==> src/rtl/s2d_pkg.sv <==
// Shared types and constants for the stochastic-to-deterministic
// decision block.
package s2d_pkg;

   typedef enum logic [1:0] {
      ST_IDLE,
      ST_RUN,
      ST_DONE
   } state_t;

   localparam int CYC_W = 16;

   function automatic int midpoint(input int w);
      return 1 << (w - 1);
   endfunction

endpackage

==> src/rtl/s2d_counter.sv <==
// Saturating up/down counter for one stochastic stream; dec is the
// MSB of the next count, i.e. next count >= midpoint.
module s2d_counter
   import s2d_pkg::*;
#(
   parameter int CNT_W = 6
) (
   input  logic clk,
   input  logic rst_n,
   input  logic load,
   input  logic en,
   input  logic q,
   output logic dec
);

   localparam logic [CNT_W-1:0] MID = CNT_W'(midpoint(CNT_W));
   localparam logic [CNT_W-1:0] TOP = '1;

   logic [CNT_W-1:0] cnt;
   logic [CNT_W-1:0] cnt_nxt;

   always_comb begin
      cnt_nxt = cnt;
      if (q && cnt != TOP)
         cnt_nxt = cnt + CNT_W'(1);
      else if (!q && cnt != '0)
         cnt_nxt = cnt - CNT_W'(1);
   end

   always_ff @(posedge clk or negedge rst_n) begin
      if (!rst_n)
         cnt <= MID;
      else if (load)
         cnt <= MID;
      else if (en)
         cnt <= cnt_nxt;
   end

   assign dec = cnt_nxt[CNT_W-1];

endmodule

==> src/rtl/s2d_decision.sv <==
// Decision block top: per-stream counters, decode-cycle FSM,
// stability-based convergence and cycle-budget timeout.
module s2d_decision
   import s2d_pkg::*;
#(
   parameter int N_VN    = 8,
   parameter int CNT_W   = 6,
   parameter int STABLE  = 16,
   parameter int MAX_CYC = 1000
) (
   input  logic             CLK,
   input  logic             RST_N,
   input  logic             START,
   input  logic             INIT,
   input  logic [N_VN-1:0]  Q,
   output logic [N_VN-1:0]  HARD,
   output logic             BUSY,
   output logic             DONE,
   output logic             CONVERGED,
   output logic [CYC_W-1:0] CYCLES
);

   localparam logic [CYC_W-1:0] STABLE_V = CYC_W'(STABLE);
   localparam logic [CYC_W-1:0] MAX_V    = CYC_W'(MAX_CYC);

   state_t           state;
   state_t           state_nxt;
   logic [CYC_W-1:0] stable_cnt;
   logic [CYC_W-1:0] stable_nxt;
   logic [CYC_W-1:0] cyc_nxt;
   logic [N_VN-1:0]  hard_nxt;
   logic             go;
   logic             step;
   logic             hit_stable;
   logic             hit_max;

   assign go   = START && (state != ST_RUN);
   assign step = (state == ST_RUN) && !INIT;

   for (genvar i = 0; i < N_VN; i++) begin : g_cnt
      s2d_counter #(
         .CNT_W (CNT_W)
      ) u_cnt (
         .clk   (CLK),
         .rst_n (RST_N),
         .load  (go),
         .en    (step),
         .q     (Q[i]),
         .dec   (hard_nxt[i])
      );
   end

   always_comb begin
      cyc_nxt    = CYCLES + CYC_W'(1);
      stable_nxt = '0;
      if (hard_nxt == HARD)
         stable_nxt = (stable_cnt == STABLE_V) ? stable_cnt
                                               : stable_cnt + CYC_W'(1);
      hit_stable = (stable_nxt == STABLE_V);
      hit_max    = (cyc_nxt == MAX_V);
   end

   always_comb begin
      state_nxt = state;
      unique case (state)
         ST_IDLE: if (START) state_nxt = ST_RUN;
         ST_RUN:  if (step && (hit_stable || hit_max))
                     state_nxt = ST_DONE;
         ST_DONE: if (START) state_nxt = ST_RUN;
         default: state_nxt = ST_IDLE;
      endcase
   end

   always_ff @(posedge CLK or negedge RST_N) begin
      if (!RST_N)
         state <= ST_IDLE;
      else
         state <= state_nxt;
   end

   // CONVERGED tracks the stability hit each step; it only matters on exit
   always_ff @(posedge CLK or negedge RST_N) begin
      if (!RST_N) begin
         HARD       <= '0;
         CYCLES     <= '0;
         stable_cnt <= '0;
         CONVERGED  <= 1'b0;
      end else if (go) begin
         HARD       <= '1;
         CYCLES     <= '0;
         stable_cnt <= '0;
         CONVERGED  <= 1'b0;
      end else if (step) begin
         HARD       <= hard_nxt;
         CYCLES     <= cyc_nxt;
         stable_cnt <= stable_nxt;
         CONVERGED  <= hit_stable;
      end
   end

   assign BUSY = (state == ST_RUN);
   assign DONE = (state == ST_DONE);

endmodule

==> config.mk <==
export PLATFORM = sky130hd
export DESIGN_NAME = s2d_decision
export DESIGN_NICKNAME = d
export VERILOG_FILES = /design/src/rtl/s2d_pkg.sv /design/src/rtl/s2d_counter.sv /design/src/rtl/s2d_decision.sv
export SDC_FILE = /design/constraint.sdc
export NUM_CORES = 1
export LEC_CHECK = 0
export BUFFER_PORTS_ARGS = -buffer_cell sky130_fd_sc_hd__buf_2
export CORE_MARGIN = 2
export CORE_UTILIZATION = 40
export CTS_BUF_LIST = sky130_fd_sc_hd__clkbuf_16
export DETAILED_ROUTE_END_ITERATION = 12
export GPL_ROUTABILITY_DRIVEN = 0
export PLACE_DENSITY_LB_ADDON = 0.1
export SLEW_MARGIN = 40
export SYNTH_ARGS = -nofsm -noshare
export SYNTH_HDL_FRONTEND = slang
export SYNTH_SLANG_ARGS = --single-unit
==> constraint.sdc <==
create_clock -name CLK -period 3.2 [get_ports CLK]
set_input_delay 0.32 -clock CLK [delete_from_list [all_inputs] [get_ports CLK]]
set_output_delay 0.32 -clock CLK [all_outputs]
set_load 0.02 [all_outputs]
==> impl_results.md <==
* WL/cell at about 15 um
* Slew HR at 0.531
* Largest net degree at the start of global routing at 52
* Worst hold path class: primary input to async pin
* Syn Nets at between 800 and 900
* Worst Path Arrival at around 3200 ps
* Core box area at about 16000 um2
* Worst-skew pair later-pin latency at between 300 and 400 ps
* Final HPWL DP at 11200 um
* Final Cycle Share at 0.914
* Register-to-register setup slack at around 270 ps
* H-tree depth at 3
* Area of the die at about 17000 um2
* Critical path's largest stage delay at between 600 and 700 ps
* Port Buf Inserts at 38
* Worst EP required at 3490 ps
* Slew Limit Fails at 0
* CP startpoint kind: flip-flop
* Worst setup endpoint: stable_cnt[1]
* Num CTS Buffers at 9
* Max FO, Critical Path at 6
* GRT Total Usage at 0.189
* Final Hold Viols at 0
* WP depth at 7
* Mapped Cells at just under 800
* Cell taking the most area after synthesis: dfrtp_1
* CTS Buffer Depth at 2
* Grt ovf at 0
* Worst slew pin tran at approximately 700 ps
* CP top delay family: simple AND/OR/NAND/NOR gates
* Root buf cell: clkbuf_16
* Area grow syn2layout at 11.2%
* Top_reg_cell synth: dfrtp_1
* CP max-delay cell: or4b_2
* Kind of critical path: flip-flop to flip-flop
* Yosys warnings at 0
* Number of detailed-route iterations in the first pass at 5
* Ant. Diodes at 0
* CP dominant cell by count: or3_1
* Top-area cell type share of the netlist area at 0.321
* Max Cap Violations at 0
* Number of routed nets with antenna violations at 0
* Reg-to-reg startpoint: g_cnt[6].u_cnt.cnt[1]
* WP buf/inv at 0
* Post-synth EDFFs at 0
* Unrepaired setup endpoints after global routing: false
* Vias/cell at 5.79
* Static Leak at ~3.1 nW
* First-pass GRT wire length at 27500 um
* VDD IR max at ~0.00032 V
* CTS tree: done
* # Post-CTS Setup Buffers at 0
* Crit end category: flip-flop
* Synth async-reset ratio at 1.00
* Num rows at 46
* Layout cell share with drive strength beyond 1 at 0.123
* DR iter-0 viols at between 300 and 400
* Setup crit start: g_cnt[6].u_cnt.cnt[1]
* CTS Hold Bufs at 0
* CTS clk-pin slew, worst paths at approximately 70 ps
* Clock sinks at about 90
* Routed WL at about 16000 um
* Die span in x at 131 um
* DRC at 0
* Setup_tns at 0 ps
* PD cells at about 740 nW/um2
* Synth cell types at about 70
* Via count at 5921
* Seq cells post-synth at 91
* Register area share after synthesis at 0.353
* Util after Layout at 0.454
* Critical R2R Capture: stable_cnt[1]
* Vias in the first global route at roughly 5.7k
* Synth area leaders: dfrtp_1, ha_1, nand2_1
* Nets at about 840
* Crit-path cells: or3_1, or4b_2, o311ai_1, xor2_1, or3_1, o41ai_2, a32o_1
* Post-synthesis instance area at 6480 um2
* Final worst clock skew at between 7 and 8 ps
* Antenna violations before repair at 0
* # setup viols final at 0
* Syn_area_per_cell at slightly above 8 um2
* Outcome: completed
* Io pins at 39
* R2R cell count at 7
* Starting Density at 0.408
* Die H at roughly 130 um
* PostCTS Resize Cnt at 0
* Final critical-path required period at 2930 ps
* Highest clock rate at 0.342 GHz
## stage by stage
step           cells  worst slack, ps  total power (W)  instance area, um2  hold WS (ps)
2_1_floorplan    780              472          0.00364                6480          24.4
3_3_place_gp    1007              355          0.00413                6890           411
3_5_place_dp    1007              285          0.00422                6890           419
4_1_cts         1023              268          0.00542                7200          43.0
5_1_grt         1023              156          0.00582                7200          59.7
6_report        1023              274          0.00537                7200          16.0
## layout by cell type (no fill, tap or decap), types with 8 or more instances in the layout
cell,instances
nor2_1,54
xor2_1,14
clkbuf_16,9
and2_1,12
nor2b_1,14
buf_4,14
nand4_1,24
nand3_1,60
o21ai_0,65
nand2_1,88
a221oi_1,9
xnor2_1,12
inv_1,29
ha_1,27
and3_1,17
dfstp_2,8
a21o_1,8
a31oi_1,12
a21oi_1,25
buf_2,37
o211ai_1,8
o31ai_1,12
nor3_1,19
a22o_1,10
nor4_1,9
dfrtp_1,83
or3_1,8
nand2b_1,17
## Yosys cell counts, types with 8 or more instances
cell type / number
o31ai_1: 12
nand4_1: 24
and2_1: 12
o21ai_0: 65
and3_1: 17
nor2b_1: 14
a22o_1: 10
a21oi_1: 25
nand3_1: 60
a31oi_1: 12
dfstp_2: 8
inv_1: 28
a221oi_1: 9
nor2_1: 55
nor3_1: 19
clkbuf_1: 32
xnor2_1: 12
xor2_1: 14
a21o_1: 8
ha_1: 27
dfrtp_1: 83
o211ai_1: 8
nand2b_1: 17
or3_1: 8
nor4_1: 9
nand2_1: 88
## power by group
group	internal, W	leakage, nW	total, W	switching (W)
clock	0.000684	0.157	0.00117	0.000481
sequential	0.00152	1.16	0.00209	0.000571
combinational	0.000936	1.80	0.00211	0.00117
total	0.00314	3.12	0.00537	0.00223
## registers in the layout, indices dropped and copies added (netlist names)
register         cells
CONVERGED            1
CYCLES              16
HARD                 8
g_cnt.u_cnt.cnt     48
stable_cnt          16
state                2
## layer usage
layer | part of all wire | vias up | GRT usage
met1 | 0.48 | 2890 | 0.249
met5 | 0 | - | 0
li1 | - | 2915 | -
met2 | 0.48 | 94 | 0.315
met3 | 0.026 | 22 | 0.0320
met4 | 0.016 | 0 | 0.0622
## worst min-delay path by stage
stage / start / end / cells after the start
finish: RST_N / g_cnt[5].u_cnt.cnt[1] / 1
global route: RST_N / HARD[3] / 1
CTS: RST_N / stable_cnt[3] / 1
detailed placement: RST_N / g_cnt[5].u_cnt.cnt[1] / 1
global placement: RST_N / g_cnt[5].u_cnt.cnt[1] / 1
floorplan: RST_N / CONVERGED / 0
## kinds of logic after synthesis
logic type	count (synthesis)	share of synthesized area
AOI/OAI and AO/OA	199	0.209
buffers and inverters	69	0.0450
muxes	11	0.0178
and+or+nand+nor	357	0.288
adders and majority gates	27	0.0521
xor gates and xnor gates	26	0.0351
DFF	91	0.353
## cell type report
type                    instances  area [um2]
clock buffers                   9         225
clock inverters                 7        93.8
fillers                      1582        8680
inverters                      28         105
multi-input cells             620        3910
flip-flops and latches         91        2290
well taps                     216         270
repair buffers                 52         310
(Power assumes the default switching activity.)
